### config.mk
export PLATFORM = sky130hd
export DESIGN_NAME = l2_rr_arbiter_flat
export DESIGN_NICKNAME = d
export VERILOG_FILES = /design/src/rtl/l2_rr_arbiter_if.sv /design/src/rtl/l2_rr_arbiter.sv /design/src/flat_wrapper.sv
export SDC_FILE = /design/constraint.sdc
export NUM_CORES = 1
export LEC_CHECK = 0
export CORE_AREA = 2 2 544 546
export CTS_CLUSTER_SIZE = 30
export DETAILED_ROUTE_END_ITERATION = 12
export DIE_AREA = 0 0 546 548
export GPL_ROUTABILITY_DRIVEN = 0
export GPL_TIMING_DRIVEN = 0
export HOLD_SLACK_MARGIN = 0.03
export SETUP_SLACK_MARGIN = 0.1
export SKIP_LAST_GASP = 1
export SYNTH_ARGS = -nofsm -noshare
export SYNTH_HDL_FRONTEND = slang
export SYNTH_SLANG_ARGS = --single-unit
### constraint.sdc
create_clock -name clk -period 1.4 [get_ports clk]
set_input_delay 0.28 -clock clk [delete_from_list [all_inputs] [get_ports clk]]
set_output_delay 0.28 -clock clk [all_outputs]
set_load 0.02 [all_outputs]
### src/rtl/l2_rr_arbiter_if.sv
// ---------------------------------------------------------------------------
// l2_rr_arbiter_if
//   Bundles the upstream per-port request buses, the single downstream L2
//   port and the grant status of the N-port round-robin L2 arbiter.
//
//   Parameters
//     N_PORTS : number of requesting ports
//     s_line  : cache line width in bits
//     IDX_W   : grant index width
//
//   Signals
//     req_read/req_write   [N_PORTS]          per-port line read/write request
//     req_address          [N_PORTS][32]      per-port line address
//     req_wdata            [N_PORTS][s_line]  per-port write line
//     req_resp             [N_PORTS]          one-hot completion to granted port
//     req_rdata            [s_line]           read line broadcast to all ports
//     l2_read/l2_write                        downstream command
//     l2_address [32], l2_wdata [s_line]      downstream address / write line
//     l2_resp, l2_rdata [s_line]              downstream completion / read line
//     grant_valid, grant_idx [IDX_W]          current owner of the L2 port
//
//   Modports
//     slave  : the arbiter's view
//     master : the view of the surrounding caches / L2 model
// ---------------------------------------------------------------------------
interface l2_rr_arbiter_if #(
  parameter int N_PORTS = 2,
  parameter int s_line  = 256,
  parameter int IDX_W   = $clog2(N_PORTS)
);
  logic [N_PORTS-1:0]             req_read;
  logic [N_PORTS-1:0]             req_write;
  logic [N_PORTS-1:0][31:0]       req_address;
  logic [N_PORTS-1:0][s_line-1:0] req_wdata;
  logic [N_PORTS-1:0]             req_resp;
  logic [s_line-1:0]              req_rdata;

  logic                           l2_read;
  logic                           l2_write;
  logic [31:0]                    l2_address;
  logic [s_line-1:0]              l2_wdata;
  logic                           l2_resp;
  logic [s_line-1:0]              l2_rdata;

  logic                           grant_valid;
  logic [IDX_W-1:0]               grant_idx;

  modport slave (
    input  req_read, req_write, req_address, req_wdata, l2_resp, l2_rdata,
    output req_resp, req_rdata, l2_read, l2_write, l2_address, l2_wdata,
           grant_valid, grant_idx
  );

  modport master (
    output req_read, req_write, req_address, req_wdata, l2_resp, l2_rdata,
    input  req_resp, req_rdata, l2_read, l2_write, l2_address, l2_wdata,
           grant_valid, grant_idx
  );
endinterface

### src/rtl/l2_rr_arbiter.sv
// ---------------------------------------------------------------------------
// l2_rr_arbiter
//   N-port round-robin arbiter that multiplexes cache-line read/write requests
//   from N_PORTS upstream caches onto one L2/memory port. The grant is
//   registered; after each completed transaction priority rotates to the port
//   after the one just served, and a waiting port is handed the L2 port in the
//   very next cycle. A granted port that withdraws its request aborts the
//   transaction without rotating priority.
//
//   Ports
//     clk    : clock, all state on the rising edge
//     rst_n  : asynchronous active-low reset
//     bus    : l2_rr_arbiter_if.slave (request buses, L2 port, grant status)
// ---------------------------------------------------------------------------
module l2_rr_arbiter #(
  parameter int N_PORTS  = 2,
  parameter int s_offset = 5,
  parameter int s_line   = 8 * 2**s_offset,
  parameter int IDX_W    = $clog2(N_PORTS)
) (
  input  logic           clk,
  input  logic           rst_n,
  l2_rr_arbiter_if.slave bus
);

  typedef enum logic {IDLE, BUSY} state_t;

  state_t             state_reg, state_next;
  logic [IDX_W-1:0]   grant_idx_reg, grant_idx_next;
  logic [IDX_W-1:0]   rr_ptr_reg, rr_ptr_next;

  logic [N_PORTS-1:0] req_any;
  logic [N_PORTS-1:0] grant_onehot;
  logic [IDX_W-1:0]   ptr_after_grant;
  logic [IDX_W-1:0]   scan_start;
  logic [N_PORTS-1:0] scan_mask;
  logic               sel_found;
  logic [IDX_W-1:0]   sel_idx;
  logic [s_line-1:0]  wdata_sel;

  // (base + k) mod N_PORTS, valid for any port count, not just powers of two
  function automatic logic [IDX_W-1:0] wrap_add(input logic [IDX_W-1:0] base,
                                                input int unsigned      k);
    int unsigned s;
    s = (32'(base) + k) % 32'(N_PORTS);
    return IDX_W'(s);
  endfunction

  assign req_any = bus.req_read | bus.req_write;

  generate
    for (genvar gi = 0; gi < N_PORTS; gi++) begin : g_port
      assign grant_onehot[gi] = (grant_idx_reg == IDX_W'(gi));
      // Completion is steered combinationally so a one-cycle l2_resp gives a
      // one-cycle req_resp in the same cycle.
      assign bus.req_resp[gi] = (state_reg == BUSY) && grant_onehot[gi] && bus.l2_resp;
    end
  endgenerate

  assign ptr_after_grant = (grant_idx_reg == IDX_W'(N_PORTS - 1)) ? '0
                                                                  : grant_idx_reg + IDX_W'(1);

  // In BUSY the scan only matters on the completion cycle: it starts after the
  // finishing port and excludes it, so its still-high request is not re-granted.
  always_comb begin
    if (state_reg == BUSY) begin
      scan_start = ptr_after_grant;
      scan_mask  = req_any & ~grant_onehot;
    end else begin
      scan_start = rr_ptr_reg;
      scan_mask  = req_any;
    end
  end

  // Scan from the far end back to scan_start so the last hit written is the
  // nearest requester in rotation order.
  always_comb begin
    sel_found = 1'b0;
    sel_idx   = '0;
    for (int k = N_PORTS - 1; k >= 0; k--) begin
      if (scan_mask[wrap_add(scan_start, k)]) begin
        sel_found = 1'b1;
        sel_idx   = wrap_add(scan_start, k);
      end
    end
  end

  // State register
  always_ff @(posedge clk or negedge rst_n) begin
    if (!rst_n) begin
      state_reg     <= IDLE;
      grant_idx_reg <= '0;
      rr_ptr_reg    <= '0;
    end else begin
      state_reg     <= state_next;
      grant_idx_reg <= grant_idx_next;
      rr_ptr_reg    <= rr_ptr_next;
    end
  end

  // Next-state logic
  always_comb begin
    state_next     = state_reg;
    grant_idx_next = grant_idx_reg;
    rr_ptr_next    = rr_ptr_reg;
    case (state_reg)
      IDLE: begin
        // l2_resp in IDLE is deliberately not looked at
        if (sel_found) begin
          state_next     = BUSY;
          grant_idx_next = sel_idx;
        end
      end
      BUSY: begin
        if (bus.l2_resp) begin
          rr_ptr_next = ptr_after_grant;
          if (sel_found) begin
            grant_idx_next = sel_idx;
          end else begin
            state_next = IDLE;
          end
        end else if (!req_any[grant_idx_reg]) begin
          // withdrawn request: abort, priority stays where it was
          state_next = IDLE;
        end
      end
      default: state_next = IDLE;
    endcase
  end

  assign wdata_sel = bus.req_wdata[grant_idx_reg];

  // Output logic: downstream only ever sees the granted port while BUSY
  always_comb begin
    bus.l2_read    = 1'b0;
    bus.l2_write   = 1'b0;
    bus.l2_address = '0;
    bus.l2_wdata   = '0;
    bus.req_rdata  = bus.l2_rdata;
    if (state_reg == BUSY) begin
      bus.l2_read    = bus.req_read[grant_idx_reg];
      bus.l2_write   = bus.req_write[grant_idx_reg];
      bus.l2_address = bus.req_address[grant_idx_reg];
      bus.l2_wdata   = wdata_sel;
    end
  end

  assign bus.grant_valid = (state_reg == BUSY);
  assign bus.grant_idx   = grant_idx_reg;

endmodule

### src/flat_wrapper.sv
// flat-port wrapper written by rule: the top's interface ports become plain ports
module l2_rr_arbiter_flat 
#(
  parameter int N_PORTS  = 2,
  parameter int s_offset = 5,
  parameter int s_line   = 8 * 2**s_offset,
  parameter int IDX_W    = $clog2(N_PORTS)
)
  (clk, rst_n, bus_req_read, bus_req_write, bus_req_address, bus_req_wdata, bus_l2_resp, bus_l2_rdata, bus_req_resp, bus_req_rdata, bus_l2_read, bus_l2_write, bus_l2_address, bus_l2_wdata, bus_grant_valid, bus_grant_idx);
  l2_rr_arbiter_if #(.N_PORTS(N_PORTS), .s_line(s_line), .IDX_W(IDX_W)) bus_i ();
  input  logic clk;
  input  logic rst_n;
  input wire logic [$bits(bus_i.req_read)-1:0] bus_req_read;
  input wire logic [$bits(bus_i.req_write)-1:0] bus_req_write;
  input wire logic [$bits(bus_i.req_address)-1:0] bus_req_address;
  input wire logic [$bits(bus_i.req_wdata)-1:0] bus_req_wdata;
  input wire logic [$bits(bus_i.l2_resp)-1:0] bus_l2_resp;
  input wire logic [$bits(bus_i.l2_rdata)-1:0] bus_l2_rdata;
  output wire logic [$bits(bus_i.req_resp)-1:0] bus_req_resp;
  output wire logic [$bits(bus_i.req_rdata)-1:0] bus_req_rdata;
  output wire logic [$bits(bus_i.l2_read)-1:0] bus_l2_read;
  output wire logic [$bits(bus_i.l2_write)-1:0] bus_l2_write;
  output wire logic [$bits(bus_i.l2_address)-1:0] bus_l2_address;
  output wire logic [$bits(bus_i.l2_wdata)-1:0] bus_l2_wdata;
  output wire logic [$bits(bus_i.grant_valid)-1:0] bus_grant_valid;
  output wire logic [$bits(bus_i.grant_idx)-1:0] bus_grant_idx;
  assign bus_i.req_read = bus_req_read;
  assign bus_i.req_write = bus_req_write;
  assign bus_i.req_address = bus_req_address;
  assign bus_i.req_wdata = bus_req_wdata;
  assign bus_i.l2_resp = bus_l2_resp;
  assign bus_i.l2_rdata = bus_l2_rdata;
  assign bus_req_resp = bus_i.req_resp;
  assign bus_req_rdata = bus_i.req_rdata;
  assign bus_l2_read = bus_i.l2_read;
  assign bus_l2_write = bus_i.l2_write;
  assign bus_l2_address = bus_i.l2_address;
  assign bus_l2_wdata = bus_i.l2_wdata;
  assign bus_grant_valid = bus_i.grant_valid;
  assign bus_grant_idx = bus_i.grant_idx;
  l2_rr_arbiter #(.N_PORTS(N_PORTS), .s_offset(s_offset), .s_line(s_line), .IDX_W(IDX_W)) u_core (.clk(clk), .rst_n(rst_n), .bus(bus_i));
endmodule
# Yosys cells after proc, flatten, opt, wreduce, memory -nomap -nowiden

Cells that the tools add are included.

Bits in registers: 3
Input port bits: 839
Output and inout port bits: 550
Logic and storage cells: 51

Add/subtract/negate cells: 2
$lt $le $gt $ge: 3
Equal/unequal tests: 1
Multiplexer cells: 32
Bitwise logic cells: 5
Reductions and logical operators: 5

Operators with widths:

| operator                                           | number |
|---|---|
| two-way mux 256 bit                                | 3 |
| two-way mux 32 bit                                 | 3 |
| two-way mux 1 bit                                  | 23 |
| < comparator 1 x 2 -> 1 bit, second input constant | 3 |
| logical AND 1 bit                                  | 4 |
| one-hot mux 1 bit (2 select lines)                 | 2 |
| adder 1 bit, second input constant                 | 2 |
| bitwise AND 2 bit                                  | 1 |
| two-way mux 2 bit                                  | 1 |
| inequality test 2 bit, second input constant       | 1 |
| inverter 1 bit                                     | 2 |
| inverter 2 bit                                     | 1 |
| bitwise OR 2 bit                                   | 1 |
| AND reduction 2 bit                                | 1 |

# Depth between registers and ports, before layout

Gate-level depths: netlist of run 1.

Depth after elaboration: 11
Depth in mapped cells: 5
Depth with buffers taken out: 3

# Worst setup path after synthesis of run 1

OpenSTA, ideal clock, no wires.

Kind: flip-flop to output port
Start point: reg u_core.grant_idx_reg, in the netlist u_core.bus.grant_idx
End point: out bus_l2_wdata[100]
Data arrival time: 1329 ps
Data required time: 1120 ps
Path slack: -209 ps
Cell stages (with the launch flop): 6
Buffers on the path: 3
Cells stage by stage: dfrtp_1 -> buf_4 -> buf_6 -> buf_8 -> mux2i_1 -> nor2_1

Cells in the longest elaborated chain, start to end: 3

Ends and longest elaborated chain:

| element                                                | line                 | source |
|---|---|---|
| start: declaration                                     | l2_rr_arbiter.sv:29  | `logic [IDX_W-1:0] grant_idx_reg, grant_idx_next;` |
| start signal: assignment                               | l2_rr_arbiter.sv:96  | `grant_idx_reg <= grant_idx_next;` |
| two-way mux 256 bit (not written as such) (2 in a row) | l2_rr_arbiter.sv:131 | `assign wdata_sel = bus.req_wdata[grant_idx_reg];` |
| two-way mux 256 bit                                    | l2_rr_arbiter.sv:140 | `if (state_reg == BUSY) begin` |
| end: declaration                                       | flat_wrapper.sv:24   | `output wire logic [$bits(bus_i.l2_wdata)-1:0] bus_l2_wdata;` |

No other way between the ends. The select of a mux whose other input is x is not followed.

# Worst setup path in the final report of run 1

Start point: reg u_core.grant_idx_reg, in the netlist u_core.bus.grant_idx
End point: out bus_l2_wdata[31]

Same word-level chain as after synthesis.

==> results of run 1 <==
-- synthesized netlist by cell type, types with 3 or more instances --
| master | instances |
|---|---|
| nor2_1 | 293 |
| buf_1 | 10 |
| mux2i_1 | 290 |
| buf_4 | 257 |
| dfrtp_1 | 3 |
| clkbuf_1 | 18 |
| buf_6 | 21 |
| buf_8 | 10 |
| buf_2 | 5 |
-- power groups by stage --
stage	combinational [mW]	sequential (mW)	clock, mW
after floorplan	14.1	0.181	0
after global placement	32.9	0.166	0
after detailed placement	33.0	0.169	0
after CTS	41.5	0.166	0.461
after global routing	46.3	0.172	0.472
final	44.5	0.167	0.456
-- final cells by class --
cell class / instances / share of cell area [%]
Antenna cell: 54 / 0.479
Buffer: 318 / 10.4
Clock buffer: 4 / 0.280
Inverter: 1 / 0.0266
Multi-Input combinational cell: 594 / 25.0
Sequential cell: 3 / 0.275
Tap cell: 3919 / 17.4
Timing Repair Buffer: 1277 / 46.1
-- metal layers --
metal	share of wire [%]	global-route usage [%]
met4	3.2	3.15
met1	33	14.9
met5	0.54	0.696
met3	22	14.2
met2	41	22.2
-- logic make-up (layout without fill, tap and decap cells) --
logic type	count (synthesis)	count (layout)	synth area share, %
buffers and inverters	322	1600	37.1
AND/OR/NAND/NOR	296	296	16.9
multiplexers	291	291	44.1
AO/OA/AOI/OAI	6	6	0.682
flip-flops	3	3	1.14
XOR/XNOR	1	1	0.133
other	0	54	0
-- per-stage QoR --
stage | std cells | TNS (ns) | hold slack (ns)
final | 6170 | -245.74 | 0.265
after global routing | 6134 | -276.34 | 0.272
after CTS | 6057 | -260.63 | 0.262
after detailed placement | 5975 | -437.51 | 0.466
after global placement | 5970 | -439.90 | 0.461
after floorplan | 919 | -24.27 | -0.0156
-- cell usage in the layout (no fill, tap or decap) --
cell             synthesis  final
bufbuf_16                0      2
diode_2                  0     54
a21oi_1                  1      1
nand2_1                  1      1
dfrtp_1                  3      1
clkbuf_2                 0     21
buf_6                   21    134
dlygate4sd2_1            0     51
o21ai_0                  1      1
a22oi_2                  1      1
xnor2_1                  1      1
dlymetal6s2s_1           0      4
clkbuf_16                0      7
clkdlybuf4s50_1          0    840
mux2i_2                  0     51
dfrtp_2                  0      2
clkdlybuf4s15_2          0      3
and3_1                   1      1
buf_2                    5     64
clkbuf_8                 0      5
nor2_1                 293     13
o21bai_1                 1      1
mux2i_4                  0    155
buf_8                   10     19
nor2_4                   0     29
mux2_1                   1      1
buf_4                  257    360
clkbuf_4                 0      9
buf_16                   0     26
mux2i_1                290     84
clkinvlp_4               0      1
a21o_1                   1      1
buf_12                   0     53
clkbuf_1                18      1
nor2b_1                  1      1
o21a_1                   1      1
nor2_2                   0    251
-- final timing paths --
kind,startpoint,to,slack [ns],cells past startpoint
worst min-delay path,rst_n,u_core.rr_ptr_reg,0.26,1
min in group clk,u_core.rr_ptr_reg,u_core.rr_ptr_reg,0.47,1
max in group asynchronous,rst_n,u_core.bus.grant_valid,0.95,1
worst min register to register,u_core.rr_ptr_reg,u_core.rr_ptr_reg,0.47,1
worst max-delay path,u_core.bus.grant_idx,bus_l2_wdata[31],-0.95,9
worst max register to register,u_core.bus.grant_idx,u_core.bus.grant_valid,-0.27,7
-- critical path, cell delays in order (launching register included) --
cell and delay [ns]:
dfrtp_2 0.41, buf_12 0.17, buf_16 0.19, buf_4 0.16, buf_12 0.14, buf_12 0.13, buf_6 0.11, mux2i_2 0.14
nor2_2 0.21, buf_6 0.15
-- repair_timing --
action                                   CTS  global route
buffers inserted                          64            66
endpoints found under the setup margin   509           508
pin swaps                                 12            21
gates resized for setup                 1619           386
gates cloned                              14             4
==> impl_metrics.py, run 1 <==
metrics = {
    "sta": {
        "setup_ws_ns": -0.949,
        "worst-slew-pin-transition_ns": 0.754,
        "setup-violations-final": 490,
        "fin_skew_ns": 0.000182,
        "fmax_ghz": 0.426,
        "fin_crit_ns": 2.35,
        "unrepaired_setup_endpoints_after_global_routing": "yes",
        "max_slew_margin_pct": 49.6,
        "timing_max_transition_violations_final": 0,
        "timing.final.crit_share_pct": 168,
        "finalHoldViolations": 0,
    },
    "finish": {
        "seq_area_um2": 77.6,
        "nFillCells": 33880,
        "nNetsFinal": 3037,
        "layout.cell_area.non_filler_um2": 28200,
        "syn_to_layout_area_delta_pct": 327,
        "drive_above_1_share_pct": 54.3,
        "finalCoreUtilization_pct": 9.62,
        "multi_input_comb_area_um2": 7060,
    },
    "power_and_ir_drop": {
        "sw_frac_of_total_pct": 53.4,
        "power.internal_mw": 21.0,
        "clock_network_power_share_pct": 1.0,
        "static-leakage-power_nw": 10.1,
        "comb_power_share_pct": 98.6,
        "switching_power_mw": 24.1,
        "p_total_mw": 45.1,
        "vdd_drop_max_mv": 1.31,
        "seq_power_share_pct": 0.4,
        "power.density_nw_per_um2": 1600,
    },
    "synthesis": {
        "synth_area_leader_cell": "mux2i_1",
        "seq_area_frac_synth_pct": 1.14,
        "synth_top_cell_area_share_pct": 43.9,
        "synth_cell_types": 21,
        "gate_count_after_technology_mapping": 919,
        "synthesis.yosys.warnings": 0,
        "syn_area_per_cell_um2": 7.19,
        "synth_nets": 1758,
        "post_synth_instance_area_um2": 6610,
        "synth_seq_cells": 3,
        "postSynth.asyncResetShare_pct": 100,
        "synth_ff_type": "dfrtp_1",
        "netlist_top_cells_area": "mux2i_1 (44%), buf_4 (29%), nor2_1 (17%)",
        "count_of_flip_flops_with_a_built_in_enable_after_synthesis": 0,
    },
    "floorplanning": {
        "die-area_um2": 299000,
        "placement_rows": 199,
        "floorplan.initialDensity_pct": 2.26,
        "core_area_um2": 293000,
        "die_height_um": 548,
        "die_width_um": 546,
        "top_level_port_count": 1389,
    },
    "worst_setup_path": {
        "critical_path_peak_fanout": 6,
        "arrival_ns": 2.07,
        "path_class": "flop to output pin",
        "critical_path_required_ns": 1.12,
        "endpoint_kind": "output pin",
        "worst_setup_start_kind": "flop",
    },
    "run": {
        "drv.max_cap_violation_count": 0,
    },
    "drt": {
        "firstDrtPassIters": 4,
        "route.detailed.wl_per_inst_um": 37.9,
        "drt_drc_violations_left": 0,
        "routed_wirelength_um": 234000,
        "routed-via-count": 13386,
        "drt-vias-per-instance": 2.17,
        "drt_first_iter_violations": 582,
        "drtAntennaViolNets": 0,
    },
    "placed_design": {
        "place.port_buffers": 1132,
        "place_area_um2": 23600,
        "place_worst_setup_slack_ns": -1.98,
        "place_hpwl_um": 218000,
    },
    "grt": {
        "grt_pass1_vias": 12753,
        "grt_use_total_pct": 14.9,
        "number_of_antenna_violations_at_the_first_check_in_global_routing": 274,
        "grt_start_max_net_pins": 11,
        "gr-total-overflow": 0,
        "grt_first_pass_wirelength_um": 260000,
    },
    "clocking": {
        "holdBufCountCts": 0,
        "clock-sinks": 3,
        "ctsLongestPathBuffers": 2,
        "worstSkewPairLatency_ns": 0.23,
        "clk_pin_slew_ns": 0.03,
        "clock_tree.root_cell": "clkbuf_16",
        "h-tree-depth": 1,
        "tritoncts.num_buffers": 3,
        "tritoncts": "yes",
    },
    "status": {
        "violations_in_the_final_reports": "negative setup slack",
        "run_status": "finished, violations left",
    },
    "hold_path": {
        "hold_path_class": "input pin to async pin",
    },
}
Note: power is estimated with default switching activity, not from simulation.
==> inputs of run 2 (changes only) <==
- HOLD_SLACK_MARGIN: 0.03 -> 0.15
==> results of run 2 <==
Final layout, timing and power as in run 1 (identical DEF).
